**config.mk**
```make
export PLATFORM = sky130hd
export DESIGN_NAME = muldiv_unit
export DESIGN_NICKNAME = d
export VERILOG_FILES = /design/src/rtl/muldiv_pkg.sv /design/src/rtl/muldiv_signfix.sv /design/src/rtl/muldiv_unit.sv
export SDC_FILE = /design/constraint.sdc
export NUM_CORES = 1
export LEC_CHECK = 0
export ABC_CLOCK_PERIOD_IN_PS = 2990
export CELL_PAD_IN_SITES_DETAIL_PLACEMENT = 0
export CELL_PAD_IN_SITES_GLOBAL_PLACEMENT = 1
export CORE_ASPECT_RATIO = 0.8
export CORE_UTILIZATION = 41
export CTS_CLUSTER_DIAMETER = 40
export CTS_CLUSTER_SIZE = 24
export DETAILED_ROUTE_END_ITERATION = 7
export PLACE_DENSITY_LB_ADDON = 0.1
export SYNTH_ARGS = -nofsm -noshare
export SYNTH_HDL_FRONTEND = slang
export SYNTH_HIERARCHICAL = 1
export SYNTH_SLANG_ARGS = --single-unit
```
**constraint.sdc**
```tcl
create_clock -name clk -period 2.99 [get_ports clk]
set_input_delay 0.4485 -clock clk [delete_from_list [all_inputs] [get_ports clk]]
set_output_delay 0.4485 -clock clk [all_outputs]
set_load 0.03 [all_outputs]
```
**src/rtl/muldiv_pkg.sv**
```systemverilog
// muldiv_pkg: shared definitions for the iterative multiply/divide unit.
//   op_e     : operation encodings presented on muldiv_unit.op
//   state_e  : controller states (IDLE, CALC, FIX)
//   ITER     : radix-2 iterations per multiply/divide
//   CNT_W    : width of the iteration counter
//   CNT_LAST : counter value of the final CALC iteration
package muldiv_pkg;

  typedef enum logic [2:0] {
    OP_MULT  = 3'd0,
    OP_MULTU = 3'd1,
    OP_DIV   = 3'd2,
    OP_DIVU  = 3'd3,
    OP_MTHI  = 3'd4,
    OP_MTLO  = 3'd5
  } op_e;

  typedef enum logic [1:0] {
    IDLE = 2'd0,
    CALC = 2'd1,
    FIX  = 2'd2
  } state_e;

  localparam int ITER  = 32;
  localparam int CNT_W = $clog2(ITER);
  localparam logic [CNT_W-1:0] CNT_LAST = CNT_W'(ITER - 1);

endpackage

```
**src/rtl/muldiv_signfix.sv**
```systemverilog
// muldiv_signfix: combinational conditional two's-complement negation.
//   neg : 1 = output the negation of a, 0 = pass a through
//   a   : WIDTH-bit input value
//   y   : WIDTH-bit result
// Used both to form operand magnitudes and to restore result signs.
module muldiv_signfix
  import muldiv_pkg::*;
#(
  parameter int WIDTH = 32
) (
  input  logic             neg,
  input  logic [WIDTH-1:0] a,
  output logic [WIDTH-1:0] y
);

  assign y = neg ? (~a + 1'b1) : a;

endmodule

```
**src/rtl/muldiv_unit.sv**
```systemverilog
// muldiv_unit: iterative multiply/divide unit with architectural HI/LO.
//   clk   : system clock, rising edge
//   reset : synchronous, active-low
//   start : operation request, qualifies op (ignored while busy)
//   op    : MULT/MULTU/DIV/DIVU/MTHI/MTLO (6,7 ignored)
//   rs    : multiplicand / dividend / MTHI-MTLO source
//   rt    : multiplier / divisor
//   busy  : an operation is in progress
//   done  : one-cycle pulse when a multiply/divide updates hi/lo
//   hi,lo : architectural HI/LO registers
// Multiply and divide take 33 cycles: 32 radix-2 iterations then a sign
// fix-up/write-back cycle. Moves to HI/LO complete in the accepting edge.
module muldiv_unit
  import muldiv_pkg::*;
#(
  parameter int WIDTH = 32
) (
  input  logic             clk,
  input  logic             reset,
  input  logic             start,
  input  logic [2:0]       op,
  input  logic [WIDTH-1:0] rs,
  input  logic [WIDTH-1:0] rt,
  output logic             busy,
  output logic             done,
  output logic [WIDTH-1:0] hi,
  output logic [WIDTH-1:0] lo
);

  state_e state, state_nxt;

  logic [CNT_W-1:0]   cnt;
  logic [2*WIDTH-1:0] acc;      // product, or {remainder, quotient}
  logic [WIDTH-1:0]   opnd;     // multiplicand or divisor magnitude
  logic               is_div;
  logic               neg_res;  // negate product / quotient in FIX
  logic               neg_rem;  // negate remainder in FIX

  logic signed [WIDTH-1:0] rs_sgn, rt_sgn;
  logic             arith_op, signed_op, div_op, div_zero, accept;
  logic             rs_neg, rt_neg;
  logic [WIDTH-1:0] rs_mag, rt_mag;

  assign rs_sgn = rs;
  assign rt_sgn = rt;

  assign arith_op  = (op == OP_MULT) || (op == OP_MULTU) ||
                     (op == OP_DIV)  || (op == OP_DIVU);
  assign signed_op = (op == OP_MULT) || (op == OP_DIV);
  assign div_op    = (op == OP_DIV)  || (op == OP_DIVU);
  assign div_zero  = div_op && (rt == '0);
  assign accept    = start && (state == IDLE);

  // Divide-by-zero runs the raw dividend through the divider with no sign
  // handling: subtracting a zero divisor never borrows, so the quotient
  // comes out all ones and the remainder equals rs exactly.
  assign rs_neg = signed_op && (rs_sgn < 0) && !div_zero;
  assign rt_neg = signed_op && (rt_sgn < 0);

  muldiv_signfix #(.WIDTH(WIDTH)) u_abs_rs (.neg(rs_neg), .a(rs), .y(rs_mag));
  muldiv_signfix #(.WIDTH(WIDTH)) u_abs_rt (.neg(rt_neg), .a(rt), .y(rt_mag));

  // One radix-2 step of each algorithm
  logic [WIDTH:0]     mul_sum, div_sh, div_diff;
  logic [2*WIDTH-1:0] mul_next, div_next;

  assign mul_sum  = {1'b0, acc[2*WIDTH-1:WIDTH]} +
                    (acc[0] ? {1'b0, opnd} : {(WIDTH+1){1'b0}});
  assign mul_next = {mul_sum, acc[WIDTH-1:1]};

  // Restoring divide: bring the next dividend bit into the remainder and
  // keep the difference only when it did not borrow.
  assign div_sh   = {acc[2*WIDTH-1:WIDTH], acc[WIDTH-1]};
  assign div_diff = div_sh - {1'b0, opnd};
  assign div_next = div_diff[WIDTH]
                  ? {div_sh[WIDTH-1:0],   acc[WIDTH-2:0], 1'b0}
                  : {div_diff[WIDTH-1:0], acc[WIDTH-2:0], 1'b1};

  // Sign fix-up of the finished result
  logic [WIDTH-1:0]   quot_fix, rem_fix;
  logic [2*WIDTH-1:0] prod_fix;

  muldiv_signfix #(.WIDTH(WIDTH))   u_fix_q (.neg(neg_res), .a(acc[WIDTH-1:0]),       .y(quot_fix));
  muldiv_signfix #(.WIDTH(WIDTH))   u_fix_r (.neg(neg_rem), .a(acc[2*WIDTH-1:WIDTH]), .y(rem_fix));
  muldiv_signfix #(.WIDTH(2*WIDTH)) u_fix_p (.neg(neg_res), .a(acc),                  .y(prod_fix));

  // Controller
  always_comb begin
    state_nxt = state;
    unique case (state)
      IDLE:    if (accept && arith_op) state_nxt = CALC;
      CALC:    if (cnt == CNT_LAST)    state_nxt = FIX;
      FIX:     state_nxt = IDLE;
      default: state_nxt = IDLE;
    endcase
  end

  always_ff @(posedge clk) begin
    if (!reset) state <= IDLE;
    else        state <= state_nxt;
  end

  assign busy = (state != IDLE);

  // Datapath and architectural registers
  always_ff @(posedge clk) begin
    if (!reset) begin
      cnt     <= '0;
      acc     <= '0;
      opnd    <= '0;
      is_div  <= 1'b0;
      neg_res <= 1'b0;
      neg_rem <= 1'b0;
      hi      <= '0;
      lo      <= '0;
      done    <= 1'b0;
    end else begin
      done <= 1'b0;
      unique case (state)
        IDLE: begin
          if (accept && arith_op) begin
            cnt     <= '0;
            is_div  <= div_op;
            acc     <= {{WIDTH{1'b0}}, (div_op ? rs_mag : rt_mag)};
            opnd    <= div_op ? rt_mag : rs_mag;
            neg_res <= signed_op && ((rs_sgn < 0) != (rt_sgn < 0)) && !div_zero;
            neg_rem <= signed_op && div_op && (rs_sgn < 0) && !div_zero;
          end else if (accept && (op == OP_MTHI)) begin
            hi <= rs;
          end else if (accept && (op == OP_MTLO)) begin
            lo <= rs;
          end
        end
        CALC: begin
          acc <= is_div ? div_next : mul_next;
          cnt <= cnt + 1'b1;
        end
        FIX: begin
          if (is_div) begin
            hi <= rem_fix;
            lo <= quot_fix;
          end else begin
            hi <= prod_fix[2*WIDTH-1:WIDTH];
            lo <= prod_fix[WIDTH-1:0];
          end
          done <= 1'b1;
        end
        default: ;
      endcase
    end
  end

endmodule

```
=== Word-level counts from Yosys, hierarchy flattened ===
Index checks and enable logic that the tools add are counted.

* Add/sub/neg operators: 8
* Order comparisons: 2
* Equality and inequality tests: 15
* Multiplexer cells: 27
* Bitwise operators: 5
* Reduce and logical (&&, ||, !) cells: 30

{| class="wikitable"
|+ Operators by type and width
! cell !! number
|-
| $mux 32 || 14
|-
| $mux 64 || 4
|-
| $add 32x1->32 const B || 4
|-
| $not 32->32 || 4
|-
| $pmux 32 s2 || 2
|-
| $pmux 64 s2 || 1
|-
| $add 64x1->64 const B || 1
|-
| $lt 32x1->1 const B || 2
|-
| $not 64->64 || 1
|-
| $add 32x32->33 || 1
|-
| $sub 33x32->33 || 1
|-
| $logic_not 32->1 || 1
|-
| $logic_and 1x1->1 || 13
|-
| $pmux 5 s2 || 1
|-
| $eq 3x2->1 const B || 2
|-
| $eq 3x3->1 const B || 2
|-
| $ne 2x1->1 const B || 3
|-
| $ne 2x2->1 const B || 3
|-
| $reduce_and 2->1 || 3
|-
| $reduce_bool 2->1 || 3
|-
| $add 5x1->5 const B || 1
|-
| $eq 5x5->1 const B || 1
|-
| $logic_or 1x1->1 || 5
|-
| $mux 5 || 1
|-
| 12 further kinds || 13
|}

* Flip-flop bits (word level): 171
* Input bits: 70
* Output and inout bits: 66
* Word-level logic and storage cells: 97

=== Depth between registers and ports, before layout ===
Gate-level depths: netlist (run 1).

* Word-level depth: 9
* Depth in mapped cells: 15
* Gate-level depth less buffers: 14

=== Cells and area by module ===
Netlist (run 1), hierarchy kept.

{| class="wikitable"
|+ By module, submodules not included
! module !! times used !! cells each !! area each (um^2) !! sequential area each (um^2)
|-
| muldiv_unit || 1 || 1533 || 12243.0 || 3423.3
|-
| muldiv_signfix at u_abs_rs ... || 4 || 99 || 777.0 || 0.0
|-
| muldiv_signfix at u_fix_p || 1 || 206 || 1649.1 || 0.0
|}

=== Worst setup path before layout (run 1) ===
Ideal clock, no wire load.

* Path kind: register to register
* Start point: register acc[0]
* End point: register acc[57]
* Library setup time: 0.061 ns
* Arrival: 3.143 ns
* Required time: 2.929 ns
* Slack: -0.214 ns
* Stages on the path, launching flop included: 15
* Path buffers: 2
* Clock period less this slack: 3.204 ns
* Cell sequence: dfxtp_1 clkbuf_1 and2_1 ha_1 buf_2 a21o_1 a21oi_1 o21ai_0 nor3_2 a211oi_1 o21a_1 or4b_1 and4_1 a31oi_1 a32o_1

* Cells in the longest elaborated chain, start to end: 4

{| class="wikitable"
|+ Ends and longest elaborated chain
! what !! RTL line !! source
|-
| start: declaration || muldiv_unit.sv:33 || <nowiki>logic [2*WIDTH-1:0] acc;</nowiki>
|-
| start signal: assignment || muldiv_unit.sv:124 || <nowiki>acc <= {{WIDTH{1'b0}}, (div_op ? rs_mag : rt_mag)};</nowiki>
|-
| start signal: assignment || muldiv_unit.sv:135 || <nowiki>acc <= is_div ? div_next : mul_next;</nowiki>
|-
| $mux 32 || muldiv_unit.sv:68 || <nowiki>(acc[0] ? {1'b0, opnd} : {(WIDTH+1){1'b0}});</nowiki>
|-
| $add 32x32->33 || muldiv_unit.sv:67 || <nowiki>assign mul_sum = {1'b0, acc[2*WIDTH-1:WIDTH]} +</nowiki>
|-
| $mux 64 || muldiv_unit.sv:135 ||
|-
| $pmux 64 s2 || muldiv_unit.sv:119 || <nowiki>unique case (state)</nowiki>
|}

Every way passes these cells.
A chain may end at the register's enable or synchronous reset.

=== Worst setup path in the final report (run 1) ===
Same ends and word-level chain as after synthesis.

==> results.rst, run 1 <==
.. list-table::
   :header-rows: 1

   * - Metric
     - Value
   * - Status
     - finished with violations
   * - Violated checks
     - setup timing
   * - Max-slew violation total from the final report
     - 0
   * - Standard cell with the maximum stage delay on the critical path
     - sky130_fd_sc_hd__or4b_1
   * - Portion of the clock cycle consumed by the worst path in the final layout
     - 105%
   * - Via count of the first global-routing pass
     - 17200
   * - Die area
     - 42300 sq um
   * - Sw Pwr
     - 0.00313 W
   * - Final HPWL DP
     - 56.2 mm
   * - CTS Buffer Depth
     - 2
   * - Initial antenna violation count
     - 1
   * - Startpoint class of the critical path
     - flop
   * - Switching power share of the total
     - around 38%
   * - Final antenna-violating net count
     - 0
   * - GP Congestion
     - about 0.95
   * - Power per Cell Area
     - 350 nW/um^2
   * - RSZ-0062 raised after global routing
     - true
   * - Cell Chain, Critical Path
     - buf_12, and2_4, ha_4, or2_4, a21oi_4, a31oi_4, a22oi_2, a211oi_2, o21a_2, or4b_1, and4_1, a31oi_1, a32o_1
   * - Share of power burned in the clock network
     - 28.6%
   * - DR DRC count
     - 0
   * - Rel. slew slack
     - 10.6%
   * - Wire length of the first global-routing pass
     - 106 mm
   * - H-tree levels
     - 4
   * - Finish-stage setup viols
     - 24
   * - First DRT Iteration DRCs
     - 1591
   * - Core Footprint
     - 40800 sq um
   * - Share of synthesized registers carrying an async set or reset
     - 0%
   * - Total clock sinks
     - 171
   * - Data required time at the worst endpoint
     - 3410 ps
   * - Most common cell after layout, fill and taps aside
     - sky130_fd_sc_hd__buf_4
   * - Number of buffer and inverter instances along the worst setup path
     - 1
   * - Commonest cells after routing, fill and taps aside
     - sky130_fd_sc_hd__buf_4 (384), sky130_fd_sc_hd__xnor2_1 (214), sky130_fd_sc_hd__nor2_1 (178), sky130_fd_sc_hd__a21oi_1 (176), sky130_fd_sc_hd__dfxtp_1 (161)
   * - Warnings, synthesis
     - 6
   * - Delay contributed by the slowest stage of the critical path
     - 500 ps
   * - Actual transition at the worst max-transition pin
     - between 1000 and 1500 ps
   * - Static leakage
     - about 8.9 nW
   * - Final-layout worst hold slack
     - about 450 ps
   * - Clock period minus final worst setup slack
     - 3140 ps
   * - EDFF count, synth
     - 0
   * - Synth Area per Inst
     - between 7 and 8 sq um
   * - WS Path Type
     - flop to flop
   * - Critical Path Sink Type
     - flop
   * - Top delay family on crit path
     - compound AO/OA/AOI/OAI gates
   * - Starting density of the core
     - 41.7%
   * - Number of buffers added to fix hold violations after cts
     - 0
   * - Detailed-router iteration count before antenna repair
     - 5
   * - Placement Rows
     - 66
   * - Number of cells produced by synthesis
     - 2135
   * - Final number of hold-violating endpoints
     - 0
   * - Cell area after synthesis
     - 17000 sq um
   * - Die outline height
     - about 180 microns
   * - CTS tree
     - done
   * - Min-Delay Path Class
     - flop to flop
   * - Root Buffer Master
     - sky130_fd_sc_hd__clkbuf_16
   * - Total global routing overflow
     - 0
   * - Yosys reg bits
     - 171
   * - CTS clk-pin slew, worst paths
     - 70 ps
   * - Setup slack after layout
     - -147 ps
   * - Final routed wire length divided by cell count
     - 23.0 microns
   * - Maximum capacitance violations
     - 0
   * - # diodes
     - 0
   * - Share of final-layout standard cells stronger than drive strength 1
     - 25.5%
   * - Final core utilization
     - between 50% and 60%
   * - Peak Freq
     - around 320 MHz
   * - Highest net fanout along the worst path
     - 8
   * - Syn_nets
     - 2278
   * - Worst Clk Skew
     - 16.3 ps
   * - Chip Width
     - about 230 microns
   * - Nets
     - 2715
   * - IO Count
     - 136
   * - Via count
     - 18600
   * - Internal power
     - between 0.005 and 0.006 W
   * - Combinational cell fraction of total power
     - 41.0%
   * - Detail-routed via count per cell
     - 5.95
   * - Largest voltage drop on the vdd net
     - roughly 400 uV
   * - Port Buffers
     - 135
   * - Post-synth cell types
     - 88
   * - Largest net degree at the start of global routing
     - between 100 and 150
   * - Post-synthesis sequential area ratio
     - between 20% and 30%
   * - Clock latency reported for the late side of the worst-skew pair
     - 480 ps
   * - Portion of total power attributed to sequential cells
     - approximately 30%
   * - Number of buffers inserted during clock tree synthesis
     - 17
   * - Total routing resource utilization after global routing
     - about a third
   * - Most common flop cell mapped by yosys
     - sky130_fd_sc_hd__dfxtp_1
   * - Critical Path AT
     - 3560 ps
   * - Wire length reported by the detailed router
     - 71.9 mm
   * - Layout overhead on the synthesized area
     - 37.1%
-- layer usage --
metal	vias to the layer above	global-route usage, %	share of wire [%]
met5	-	0	0.018
met2	784	46.3	40
met3	109	10.3	10
met1	8880	47.7	47
met4	2	10.9	3.0
li1	8848	-	-
-- cell families after synthesis --
family | after synthesis | share of synthesized area, %
AOI/OAI and AO/OA | 687 | 28.2
xor gates and xnor gates | 231 | 11.9
adders and majority gates | 73 | 5.46
buffers and inverters | 199 | 4.70
DFF | 171 | 20.1
muxes | 154 | 9.07
and+or+nand+nor | 620 | 20.5
-- worst paths after layout --
| path | start | endpoint | slack [ps] | cells after the start |
|---|---|---|---|---|
| worst max-delay path | acc[0]$_SDFFE_PN0P_ | acc[57]$_SDFFE_PN0P_ | -150 | 13 |
| worst min-delay path | cnt[3]$_SDFFE_PN0P_ | cnt[3]$_SDFFE_PN0P_ | 450 | 1 |
| worst max register to register | acc[0]$_SDFFE_PN0P_ | acc[57]$_SDFFE_PN0P_ | -150 | 13 |
| worst min register to register | cnt[3]$_SDFFE_PN0P_ | cnt[3]$_SDFFE_PN0P_ | 450 | 1 |
-- cell usage after synthesis (11+ instances only) --
cell type,count,area (sq um)
sky130_fd_sc_hd__a211oi_1,133,998
sky130_fd_sc_hd__o31ai_1,56,420
sky130_fd_sc_hd__a21oi_1,187,936
sky130_fd_sc_hd__or4_1,11,82.6
sky130_fd_sc_hd__nor4_4,17,362
sky130_fd_sc_hd__o21ai_0,99,495
sky130_fd_sc_hd__inv_1,64,240
sky130_fd_sc_hd__nand2_1,148,556
sky130_fd_sc_hd__ha_1,71,888
sky130_fd_sc_hd__nor4_1,19,119
sky130_fd_sc_hd__o41ai_1,30,263
sky130_fd_sc_hd__nand2b_1,28,175
sky130_fd_sc_hd__nand4_1,19,119
sky130_fd_sc_hd__nor3_1,22,110
sky130_fd_sc_hd__or3_1,16,100
sky130_fd_sc_hd__and2_1,37,231
sky130_fd_sc_hd__clkbuf_1,105,394
sky130_fd_sc_hd__or2_2,16,100
sky130_fd_sc_hd__o41ai_2,20,325
sky130_fd_sc_hd__nor2_1,180,676
sky130_fd_sc_hd__buf_1,17,63.8
sky130_fd_sc_hd__xor2_1,15,131
sky130_fd_sc_hd__nand3_1,29,145
sky130_fd_sc_hd__mux2i_1,153,1530
sky130_fd_sc_hd__xnor2_1,216,1890
sky130_fd_sc_hd__dfxtp_1,171,3420
sky130_fd_sc_hd__nor2b_1,14,87.6
sky130_fd_sc_hd__o221ai_1,36,315
sky130_fd_sc_hd__o211ai_1,13,97.6
sky130_fd_sc_hd__a21o_1,24,180
-- repair_timing --
action | in CTS | in global routing
setup endpoints to repair | 76 | 67
setup buffers | 11 | 7
resized for setup | 63 | 93
gates cloned | 3 | 1
pin swaps | 25 | 53
-- layout make-up --
| class | instances | area (sq um) |
|---|---|---|
| multi-input cells | 1766 | 13600 |
| well taps | 544 | 681 |
| repair buffers | 551 | 4790 |
| flip-flops and latches | 171 | 3440 |
| fillers | 3868 | 17500 |
| inverters | 65 | 246 |
| clock inverters | 14 | 154 |
| clock buffers | 18 | 429 |
-- through the flow --
step | setup TNS (ps) | area [sq um] | instances | power, W | setup slack, ps
final | -1350 | 23300 | 3129 | 0.00815 | -147
after global routing | -5450 | 23300 | 3129 | 0.00849 | -242
after CTS | -660 | 22700 | 3121 | 0.00800 | -110
after detailed placement | -39270 | 21700 | 3075 | 0.00555 | -702
after global placement | -38220 | 21700 | 3075 | 0.00552 | -726
after floorplan | -21.9 | 17000 | 2135 | 0.00425 | -21.9
-- power groups by stage --
stage | Clock [W] | Combinational, W | Sequential (W)
after CTS | 0.00235 | 0.00317 | 0.00247
final | 0.00233 | 0.00335 | 0.00248
after global placement | 0 | 0.00300 | 0.00252
after detailed placement | 0 | 0.00303 | 0.00252
after floorplan | 0 | 0.00164 | 0.00261
after global routing | 0.00246 | 0.00354 | 0.00249
-- state kept, by name (all words and copies together), names as in the netlist --
name,cells
acc,64
hi,32
lo,32
opnd,32
cnt,5
state,2
done,1
is_div,1
neg_rem,1
neg_res,1
Note: power is estimated with default switching activity, not from simulation.
==> inputs of run 2 (changes only) <==
Settings changed: TNS_END_PERCENT set to 5.
==> run 2 against run 1 <==
- sequential share of layout area up 0.070 points
- maximum frequency down 0.22%
- the flow still finishes with violations (setup timing)
- utilization down 0.29 points
- sequential power about the same
- clock power about the same
==> results.rst, run 2 (synthesis results as in run 1) <==
.. list-table::
   :header-rows: 1

   * - Metric
     - Value
   * - Aggregate negative setup slack
     - -1640 ps (-285 ps)
   * - Final HPWL DP
     - 56.2 mm (unchanged)
   * - RSZ-0062 raised after global routing
     - true
   * - Via count
     - 18700 (+0.25%)
   * - Via count of the first global-routing pass
     - 17200 (-0.24%)
   * - Total global routing overflow
     - 0 (unchanged)
   * - Number of buffer and inverter instances along the worst setup path
     - 1 (unchanged)
   * - Largest voltage drop on the vdd net
     - 399 uV (-1.5%)
   * - Wire length reported by the detailed router
     - 71.7 mm (-0.32%)
   * - Violated checks
     - setup timing
   * - Cell Chain, Critical Path
     - buf_12, and2_4, ha_4, or2_4, a21oi_4, a31oi_4, a22oi_2, a211oi_2, o21a_2, or4b_1, and4_1, a31oi_1, a32o_1
   * - DR DRC count
     - 0 (unchanged)
   * - CTS clk-pin slew, worst paths
     - 70 ps (about the same)
   * - Layout overhead on the synthesized area
     - 36.4%
   * - Critical path endpoint
     - acc[57]$_SDFFE_PN0P_
   * - IO Count
     - 136 (unchanged)
   * - Reg-to-Reg Start
     - acc[0]$_SDFFE_PN0P_
   * - Reg with most FFs
     - acc
   * - Core Footprint
     - 40800 sq um (unchanged)
   * - Share of final-layout standard cells stronger than drive strength 1
     - 25.0% (-0.52 points)
   * - Die area
     - 42300 sq um (unchanged)
   * - Internal power
     - 0.00500 W (-0.48%)
   * - Worst reg2reg path depth
     - 13 (unchanged)
   * - Clock period minus final worst setup slack
     - 3140 ps (+6.79 ps)
   * - Detail-routed via count per cell
     - 5.98 (+0.44%)
   * - Max FFs per register
     - 64 (unchanged)
   * - Starting density of the core
     - 41.7% (unchanged)
   * - Final number of hold-violating endpoints
     - 0 (unchanged)
   * - Clock latency reported for the late side of the worst-skew pair
     - 480 ps (about the same)
   * - Nets
     - 2709 (-0.22%)
   * - Origin of the worst setup path
     - acc[0]$_SDFFE_PN0P_
   * - Port Buffers
     - 135 (unchanged)
   * - H-tree levels
     - 4 (unchanged)
   * - Worst-case register-to-register setup slack
     - -150 ps (about the same)
   * - Status
     - finished with violations
   * - Rel. slew slack
     - 9.60% (-1.0 points)
   * - Share of power burned in the clock network
     - 28.7% (about the same)
   * - Critical Path Sink Type
     - flop
   * - Startpoint class of the critical path
     - flop
   * - Reg-to-Reg End
     - acc[57]$_SDFFE_PN0P_
   * - Peak Freq
     - 318 MHz (-0.22%)
   * - Highest net fanout along the worst path
     - 8 (unchanged)
   * - Commonest cells after routing, fill and taps aside
     - sky130_fd_sc_hd__buf_4 (388), sky130_fd_sc_hd__xnor2_1 (214), sky130_fd_sc_hd__nor2_1 (179), sky130_fd_sc_hd__a21oi_1 (176), sky130_fd_sc_hd__dfxtp_1 (162)
   * - Detailed-router iteration count before antenna repair
     - 5 (unchanged)
   * - CTS tree
     - done
   * - First DRT Iteration DRCs
     - 1650 (+3.7%)
   * - Final routed wire length divided by cell count
     - 23.0 microns (-0.13%)
   * - Worst Clk Skew
     - 17.6 ps (+1.37 ps)
   * - Most common cell after layout, fill and taps aside
     - sky130_fd_sc_hd__buf_4
   * - Final antenna-violating net count
     - 0 (unchanged)
   * - Setup Slack @ Placement
     - -702 ps (unchanged)
   * - CTS Buffer Depth
     - 2 (unchanged)
   * - Total routing resource utilization after global routing
     - 33.1% (-0.11 points)
   * - Delay contributed by the slowest stage of the critical path
     - 500 ps (about the same)
   * - Initial antenna violation count
     - 1 (unchanged)
   * - Switching power share of the total
     - 38.4% (+0.048 points)
   * - Sw Pwr
     - 0.00312 W (-0.27%)
   * - Number of buffers added to fix hold violations after cts
     - 0 (unchanged)
   * - Standard cell with the maximum stage delay on the critical path
     - sky130_fd_sc_hd__or4b_1
   * - Data required time at the worst endpoint
     - 3410 ps (about the same)
   * - Min-Delay Path Class
     - flop to flop
   * - Max-slew violation total from the final report
     - 0 (unchanged)
   * - Placement Rows
     - 66 (unchanged)
   * - Power per Cell Area
     - 350 nW/um^2 (+0.11%)
   * - # diodes
     - 0 (unchanged)
   * - Number of buffers inserted during clock tree synthesis
     - 17 (unchanged)
   * - Largest net degree at the start of global routing
     - 134 (unchanged)
   * - Wire length of the first global-routing pass
     - 106 mm (-0.27%)
   * - Static leakage
     - 8.86 nW (-0.53%)
   * - Maximum capacitance violations
     - 0 (unchanged)
   * - Top delay family on crit path
     - compound AO/OA/AOI/OAI gates
   * - Combinational cell fraction of total power
     - 40.8% (-0.2 points)
   * - Chip Width
     - 230 microns (unchanged)
   * - Portion of the clock cycle consumed by the worst path in the final layout
     - 105% (+0.23 points)
   * - Logic depth of the worst path, buffers included
     - 13 (unchanged)
   * - Critical Path AT
     - 3560 ps (about the same)
   * - Root Buffer Master
     - sky130_fd_sc_hd__clkbuf_16
   * - Actual transition at the worst max-transition pin
     - 1350 ps (+15.3 ps)
   * - WS Path Type
     - flop to flop
   * - Setup slack after layout
     - -154 ps (-6.79 ps)
   * - Portion of total power attributed to sequential cells
     - 30.5% (about the same)
   * - Startpoint of the worst hold path
     - cnt[3]$_SDFFE_PN0P_
   * - Finish-stage setup viols
     - 28 (+17%)
   * - Total clock sinks
     - 171 (unchanged)
   * - Die outline height
     - 184 microns (unchanged)
   * - GP Congestion
     - 0.954 (unchanged)
==> run 2: cell count changes in the layout (fill, tap and decap cells not counted), sizes merged <==
cell / previous run / this run
buf: 415 / 410
nand3: 35 / 34
==> run 2: repair_timing <==
item | CTS | global route
setup buffers | 8 | 5
gates cloned | 2 | 1
endpoints found under the setup margin | 76 | 65
gates resized for setup | 56 | 79
pin swaps | 20 | 41
==> run 2: layout make-up <==
| class | instances | area, sq um |
|---|---|---|
| inverters | 65 | 246 |
| flip-flops and latches | 171 | 3440 |
| repair buffers | 546 | 4720 |
| clock inverters | 14 | 154 |
| well taps | 544 | 681 |
| fillers | 3892 | 17600 |
| multi-input cells | 1765 | 13500 |
| clock buffers | 18 | 429 |
==> run 2: power by group through the flow <==
stage	sequential (W)	combinational (W)	clock (W)
2_1_floorplan	0.00261	0.00164	0
3_3_place_gp	0.00252	0.00300	0
3_5_place_dp	0.00252	0.00303	0
4_1_cts	0.00247	0.00315	0.00235
5_1_grt	0.00249	0.00351	0.00246
6_report	0.00248	0.00331	0.00233
==> run 2: per-stage QoR <==
| step | hold WS, ps | power (W) | std cells | utilization, % | instance area [sq um] |
|---|---|---|---|---|---|
| 3_5_place_dp | 444 | 0.00555 | 3075 | 53.2 | 21700 |
| 5_1_grt | 478 | 0.00845 | 3123 | 56.8 | 23200 |
| 3_3_place_gp | 426 | 0.00552 | 3075 | 53.2 | 21700 |
| 2_1_floorplan | 414 | 0.00425 | 2135 | - | 17000 |
| 6_report | 448 | 0.00812 | 3123 | 56.8 | 23200 |
| 4_1_cts | 454 | 0.00798 | 3117 | 55.6 | 22700 |
==> run 2: metal layers <==
metal / GRT usage [%] / up-vias / wire length [microns]
li1: - / 8841 / -
met1: 47.6 / 8964 / 33400
met2: 46.3 / 756 / 28600
met3: 9.89 / 107 / 7470
met4: 11.0 / 2 / 2170
met5: 0 / - / 13
==> run 2: how the worst min path moves through the flow <==
stage	end	cells after the start	slack, ps
finish	cnt[3]$_SDFFE_PN0P_	1	450
global route	cnt[3]$_SDFFE_PN0P_	1	480
CTS	cnt[3]$_SDFFE_PN0P_	1	450
detailed placement	cnt[3]$_SDFFE_PN0P_	1	440
global placement	cnt[3]$_SDFFE_PN0P_	1	430
floorplan	cnt[3]$_SDFFE_PN0P_	1	410
